File: src/rtl/bus_err_drain_ctrl.sv
// Shares one error-record consumer between NumUnits bus error units.
// Round-robin grants a pending unit, pops one FIFO entry, holds the record until handshake.
module bus_err_drain_ctrl #(
    parameter int unsigned NumUnits      = 4,
    parameter int unsigned AddrWidth     = 48,
    parameter int unsigned MetaDataWidth = 1,
    parameter int unsigned ErrBits       = 3,
    parameter int unsigned CntWidth      = 8,
    localparam int unsigned IdxWidth     = (NumUnits > 1) ? $clog2(NumUnits) : 1
) (
    input  logic                                        clk_i,
    input  logic                                        rst_ni,
    input  logic [NumUnits-1:0]                         unit_irq_i,
    input  logic [NumUnits-1:0][ErrBits-1:0]            unit_code_i,
    input  logic [NumUnits-1:0][AddrWidth-1:0]          unit_addr_i,
    input  logic [NumUnits-1:0][MetaDataWidth-1:0]      unit_meta_i,
    input  logic [NumUnits-1:0]                         unit_overflow_i,
    output logic [NumUnits-1:0]                         unit_pop_o,
    output logic                                        rec_valid_o,
    input  logic                                        rec_ready_i,
    output logic [IdxWidth-1:0]                         rec_unit_o,
    output logic [ErrBits-1:0]                          rec_code_o,
    output logic [AddrWidth-1:0]                        rec_addr_o,
    output logic [MetaDataWidth-1:0]                    rec_meta_o,
    output logic                                        rec_overflow_o,
    output logic [CntWidth-1:0]                         ovf_cnt_o,
    input  logic                                        ovf_clr_i,
    output logic                                        busy_o
);

    localparam logic [0:0] StIdle = 1'b0;
    localparam logic [0:0] StHold = 1'b1;

    localparam int unsigned SumWidth = CntWidth + IdxWidth + 1;
    localparam logic [SumWidth-1:0] CntMax = {{(IdxWidth + 1){1'b0}}, {CntWidth{1'b1}}};

    logic [0:0]               state_q, state_d;
    logic [IdxWidth-1:0]      rr_ptr_q, rr_ptr_d;
    logic [IdxWidth-1:0]      rec_unit_q, rec_unit_d;
    logic [ErrBits-1:0]       rec_code_q, rec_code_d;
    logic [AddrWidth-1:0]     rec_addr_q, rec_addr_d;
    logic [MetaDataWidth-1:0] rec_meta_q, rec_meta_d;
    logic                     rec_overflow_q, rec_overflow_d;
    logic [CntWidth-1:0]      ovf_cnt_q, ovf_cnt_d;
    logic [NumUnits-1:0]      ovf_prev_q, ovf_prev_d;

    logic                     gnt_found;
    logic [IdxWidth-1:0]      gnt_idx;
    logic [IdxWidth:0]        cand;
    logic [NumUnits-1:0]      ovf_rise;
    logic [IdxWidth:0]        rise_cnt;
    logic [SumWidth-1:0]      cnt_sum;

    // Scan upward from rr_ptr with wrap; the extra bit keeps rr_ptr+i from overflowing.
    always_comb begin
        gnt_found = 1'b0;
        gnt_idx   = '0;
        cand      = '0;
        for (int unsigned i = 0; i < NumUnits; i++) begin
            cand = {1'b0, rr_ptr_q} + (IdxWidth + 1)'(i);
            if (cand >= (IdxWidth + 1)'(NumUnits)) begin
                cand = cand - (IdxWidth + 1)'(NumUnits);
            end
            if (!gnt_found && unit_irq_i[cand[IdxWidth-1:0]]) begin
                gnt_found = 1'b1;
                gnt_idx   = cand[IdxWidth-1:0];
            end
        end
    end

    always_comb begin
        unit_pop_o = '0;
        if (state_q == StIdle && gnt_found) begin
            unit_pop_o[gnt_idx] = 1'b1;
        end
    end

    always_comb begin
        state_d        = state_q;
        rr_ptr_d       = rr_ptr_q;
        rec_unit_d     = rec_unit_q;
        rec_code_d     = rec_code_q;
        rec_addr_d     = rec_addr_q;
        rec_meta_d     = rec_meta_q;
        rec_overflow_d = rec_overflow_q;
        case (state_q)
            StIdle: begin
                if (gnt_found) begin
                    state_d        = StHold;
                    rec_unit_d     = gnt_idx;
                    rec_code_d     = unit_code_i[gnt_idx];
                    rec_addr_d     = unit_addr_i[gnt_idx];
                    rec_meta_d     = unit_meta_i[gnt_idx];
                    rec_overflow_d = unit_overflow_i[gnt_idx];
                end
            end
            StHold: begin
                if (rec_ready_i) begin
                    state_d  = StIdle;
                    rr_ptr_d = (rec_unit_q == IdxWidth'(NumUnits - 1)) ? '0
                                                                       : rec_unit_q + IdxWidth'(1);
                end
            end
            default: state_d = StIdle;
        endcase
    end

    // Overflow events: rising edges of every unit summed, saturating, clear wins.
    always_comb begin
        ovf_rise   = unit_overflow_i & ~ovf_prev_q;
        ovf_prev_d = unit_overflow_i;
        rise_cnt   = '0;
        for (int unsigned i = 0; i < NumUnits; i++) begin
            rise_cnt = rise_cnt + (IdxWidth + 1)'(ovf_rise[i]);
        end
        cnt_sum = SumWidth'(ovf_cnt_q) + SumWidth'(rise_cnt);
        if (ovf_clr_i) begin
            ovf_cnt_d = '0;
        end else if (cnt_sum > CntMax) begin
            ovf_cnt_d = '1;
        end else begin
            ovf_cnt_d = cnt_sum[CntWidth-1:0];
        end
    end

    always_ff @(posedge clk_i or negedge rst_ni) begin
        if (!rst_ni) begin
            state_q        <= StIdle;
            rr_ptr_q       <= '0;
            rec_unit_q     <= '0;
            rec_code_q     <= '0;
            rec_addr_q     <= '0;
            rec_meta_q     <= '0;
            rec_overflow_q <= 1'b0;
            ovf_cnt_q      <= '0;
            ovf_prev_q     <= '0;
        end else begin
            state_q        <= state_d;
            rr_ptr_q       <= rr_ptr_d;
            rec_unit_q     <= rec_unit_d;
            rec_code_q     <= rec_code_d;
            rec_addr_q     <= rec_addr_d;
            rec_meta_q     <= rec_meta_d;
            rec_overflow_q <= rec_overflow_d;
            ovf_cnt_q      <= ovf_cnt_d;
            ovf_prev_q     <= ovf_prev_d;
        end
    end

    assign rec_valid_o    = (state_q == StHold);
    assign busy_o         = (state_q == StHold);
    assign rec_unit_o     = rec_unit_q;
    assign rec_code_o     = rec_code_q;
    assign rec_addr_o     = rec_addr_q;
    assign rec_meta_o     = rec_meta_q;
    assign rec_overflow_o = rec_overflow_q;
    assign ovf_cnt_o      = ovf_cnt_q;

    // A unit must never be popped while empty or while a record is outstanding.
    pop_onehot0_a: assert property (@(posedge clk_i) disable iff (!rst_ni)
        $onehot0(unit_pop_o));
    pop_only_pending_a: assert property (@(posedge clk_i) disable iff (!rst_ni)
        (unit_pop_o & ~unit_irq_i) == '0);
    no_pop_in_hold_a: assert property (@(posedge clk_i) disable iff (!rst_ni)
        rec_valid_o |-> unit_pop_o == '0);

endmodule

File: config.mk
export PLATFORM = sky130hd
export DESIGN_NAME = bus_err_drain_ctrl
export DESIGN_NICKNAME = d
export VERILOG_FILES = /design/src/rtl/bus_err_drain_ctrl.sv
export SDC_FILE = /design/constraint.sdc
export NUM_CORES = 1
export LEC_CHECK = 0
export ABC_CLOCK_PERIOD_IN_PS = 7300
export BUFFER_PORTS_ARGS = -buffer_cell sky130_fd_sc_hd__clkbuf_2
export CAP_MARGIN = 20
export CORE_ASPECT_RATIO = 0.75
export CORE_MARGIN = 2
export CORE_UTILIZATION = 30
export DETAILED_ROUTE_END_ITERATION = 8
export GPL_TIMING_DRIVEN = 0
export PLACE_DENSITY_LB_ADDON = 0.1
export SKIP_CTS_REPAIR_TIMING = 1
export SLEW_MARGIN = 20
export SYNTH_ARGS = -nofsm -noshare
export SYNTH_HDL_FRONTEND = slang
export SYNTH_SLANG_ARGS = --single-unit
File: constraint.sdc
create_clock -name clk_i -period 7.3 [get_ports clk_i]
set_clock_uncertainty 0.2 [all_clocks]
set_input_delay 1.095 -clock clk_i [delete_from_list [all_inputs] [get_ports clk_i]]
set_output_delay 1.095 -clock clk_i [all_outputs]
set_load 0.03 [all_outputs]
==> results by stage <==
Status:
- The flow ran to the end, and the final reports show no timing, DRC or antenna violations.

Finish:
- The most common library cell in the layout ignoring fill and taps is sky130_fd_sc_hd__clkbuf_2.
- The fraction of final layout cells sized beyond drive strength 1 is a little under half.
- The final core area utilization is 44.7%.
- The final standard cell area without fillers is a little over 0.006 mm2.
- Relative to the synthesized area, the layout overhead comes to 46.8%.
- The count of fill cells added during filler insertion is ~1300.
- The number of diodes is 0.
- In the layout the commonest cells are sky130_fd_sc_hd__clkbuf_2 (286), sky130_fd_sc_hd__mux2i_1 (109), sky130_fd_sc_hd__dfrtp_1 (70).
- The net count of the finished layout is between 900 and 1000.

Timing:
- At the pin with the least slew margin, the transition time is 0.522 ns.
- Setup repair after global routing left no endpoint under its margin.
- After layout, the worst path uses between 50 and 60% of the clock period.
- The worst setup slack after layout is 3.15 ns.
- The fmax is roughly 0.24 GHz.
- The number of failing setup endpoints in the final timing report is 0.
- The number of failing hold endpoints at the final stage is 0.
- The headroom to the max-slew limit is between 60% and 70%.
- Setup total negative slack on the finished layout was measured at 0 ns.
- The final critical-path required period is roughly 4.1 ns.
- The number of pins with negative max-slew slack in the final report came to 0.

GRT:
- The total global routing track utilization is between 10% and 20%.
- The initial antenna violation count is 0.
- The first global-routing pass estimated 22500 um of wire.
- For met2 alone, demand over resource in global routing was 33.5%.
- The global-route met1 utilization is 23.6%.
- The number of global-route vias before repair is 4349.
- For met3 alone, demand over resource in global routing was 4.82%.
- The layer flagged by global routing as most heavily used is met2.
- After global routing the overflow that remains totals 0.
- The largest net degree at the start of global routing is 41.

Floorplan:
- The number of primary I/O pins is 289.
- The placeable core region is 0.0136 mm2.
- In this run the horizontal extent of the chip is 140 um.
- The initial utilization of the core area, before any placement, comes to 30.5%.
- The floorplan has 37 rows.
- The die span in y is approximately 110 um.
- The die covers between 0.01 and 0.015 mm2.

Yosys:
- The share of synthesized flip-flops with an asynchronous set or reset is 100%.
- In this run the cell area of the synthesized design comes to about 0.0041 mm2.
- The count of synthesis-stage warnings from yosys is 0.
- The compound-cell area share of the yosys netlist is 13.3%.
- Counting every instance in the synthesized netlist gives 381.
- In this run, synthesis produced a sequential element count of 70.
- Summing the areas of all and, or, nand and nor instances in the mapped netlist gives 9.60% of the synthesized area.
- The number of nets in the synthesized netlist is 606.
- By area, the combinational part of the netlist is dominated by multiplexers.
- Among all flip-flop cells after synthesis, the most frequent one is sky130_fd_sc_hd__dfrtp_1.
- The adder-cell share of the synthesized area is 2.05%.
- Counting flops with a built-in enable in the synthesized netlist gives 0.
- A synthesized cell averages roughly 11 um2.
- Of the synthesized area, sequential elements account for between 40% and 50%.
- Multiplexer cells account for 26.6% of the synthesized area.
- The post-synthesis share of cell area spent on xor and xnor gates is 0.845%.
- The number of distinct standard cells referenced by the synthesized netlist is 34.

Detailed routing:
- Dividing the detail-routed wire length by the instance count gives approximately 17 um.
- In this run the remaining antenna-violating nets after routing total 0.
- Using the TritonRoute via totals, the vias-per-cell ratio works out to 4.89.
- The number of DRC violations after detailed-routing iteration 0 is 128.
- The pre-antenna-repair detailed-routing pass consisted of 4 iterations.
- The residual DRC count is 0.
- Across all layers, the routed design uses 4188 vias.
- After detailed routing, the total wire length is about 14000 um.

Clocking:
- The number of buffers created by CTS is 9.
- The clock reaches the later pin of the worst-skew pair after 0.32 ns.
- The tree is rooted in a sky130_fd_sc_hd__clkbuf_16.
- The CTS tree is done.
- The clock transition at the registers of the reported paths is approximately 0.060 ns.
- The number of levels in the clock H-tree is 3.
- Counting every sink on the clock net gives 70.
- The buffer depth of the longest clock path is 2.

Job:
- The max-capacitance violation count is 0.

Placed design:
- The placed wire-length estimate is between 10000 and 15000 um.
- The routability congestion estimate is around 0.8.
- After detailed placement, the total cell area comes to 0.00582 mm2.
- In this run the tool buffered the top-level ports with 287 buffer cells.
- Before CTS, the worst setup slack after placement is between 3 and 4 ns.

Worst setup path:
- For the worst setup path, the data required time is 6.00 ns.
- The worst setup path is of the input pin to output port kind.
- STA puts the critical path data arrival time at 2.85 ns.
- STA classifies the critical path endpoint as an output port.
- The count of cells along the worst register-to-register path is 9.
- The maximum fanout count along the critical path is 10.
- The category of the worst setup path launch point is an input pin.

Power:
- Dividing total power by cell area gives a power density of 345 mW/mm2.
- The peak ir drop on the vdd network is between 100 and 150 uV.
- The reported leakage power is 0.00333 uW.
- The design draws 2100 uW.

Min path:
- The class of the most critical hold timing path is flip-flop to flip-flop.
- Along the worst hold path, the cell count comes to 2.
[power by group]
group / switching [uW] / internal [uW] / leakage, uW
clock: 154 / 241 / 0.000133
combinational: 677 / 405 / 0.00232
sequential: 93.2 / 531 / 0.000871
total: 924 / 1180 / 0.00333
[routing by layer]
layer / share of wire [%] / vias to the layer above
met5: 0 / -
met3: 6.9 / 17
met2: 49 / 192
met4: 1.4 / 0
li1: - / 2023
met1: 42 / 1956
[cell families (layout without fill, tap and decap cells)]
| logic type | after synthesis | in the layout |
|---|---|---|
| compound gates | 67 | 67 |
| xor+xnor | 4 | 4 |
| fa+ha+maj | 5 | 5 |
| buf+inv | 34 | 335 |
| flops | 70 | 70 |
| mux | 110 | 110 |
| simple gates | 91 | 91 |
[final timing paths]
path	end	slack [ns]	startpoint
worst max-delay path	unit_pop_o[0]	3.15	unit_irq_i[3]
worst min-delay path	rec_addr_o[20]	0.28	rec_addr_o[20]
worst max register to register	ovf_cnt_o[1]	4.36	ovf_prev_q[0]
worst min register to register	rec_addr_o[20]	0.28	rec_addr_o[20]
max in group asynchronous	rec_code_o[1]	5.76	rst_ni
min in group asynchronous	rec_addr_o[22]	0.54	rst_ni
[per-stage QoR]
step	hold WS [ns]	std cells
floorplan	0.319	381
global placement	0.272	843
detailed placement	0.272	844
CTS	0.286	857
global route	0.302	857
finish	0.282	857
[synth_stat cells (4+ instances only)]
cell type | instances | area share, %
sky130_fd_sc_hd__mux2i_1 | 109 | 26
sky130_fd_sc_hd__nor2_1 | 9 | 0.81
sky130_fd_sc_hd__buf_8 | 5 | 1.8
sky130_fd_sc_hd__nand2_1 | 62 | 5.6
sky130_fd_sc_hd__buf_4 | 4 | 0.72
sky130_fd_sc_hd__dfrtp_1 | 70 | 42
sky130_fd_sc_hd__inv_1 | 4 | 0.36
sky130_fd_sc_hd__a21oi_1 | 8 | 0.97
sky130_fd_sc_hd__nand2b_1 | 8 | 1.2
sky130_fd_sc_hd__clkbuf_1 | 9 | 0.81
sky130_fd_sc_hd__o221ai_1 | 53 | 11
sky130_fd_sc_hd__buf_2 | 8 | 0.97
[flip-flops by register name, indices dropped and copies added, names as in the netlist, 2 cells and up]
name,flops
rec_addr_o,48
ovf_cnt_o,8
ovf_prev_q,4
rec_code_o,3
rec_unit_o,2
rr_ptr_q,2
[layout make-up]
type                            instances  area [um2]  share of cell area (%)
Clock inverter                          2        10.0                   0.164
Buffer                                 30         205                    3.37
Sequential cell                        70        1750                    28.8
Multi-Input combinational cell        277        2170                    35.7
Clock buffer                           11         253                    4.15
Tap cell                              175         219                    3.60
Inverter                                4        15.0                   0.247
Timing Repair Buffer                  288        1460                    24.0
[worst max-delay path, cell delays in order]
cell,delay (ns)
sky130_fd_sc_hd__clkbuf_2,0.13
sky130_fd_sc_hd__nand2b_1,0.18
sky130_fd_sc_hd__a211o_1,0.31
sky130_fd_sc_hd__o21ai_1,0.12
sky130_fd_sc_hd__nand2_1,0.33
sky130_fd_sc_hd__clkbuf_1,0.33
sky130_fd_sc_hd__nor2_1,0.14
sky130_fd_sc_hd__clkbuf_2,0.22
Note: power is estimated with default switching activity, not from simulation.
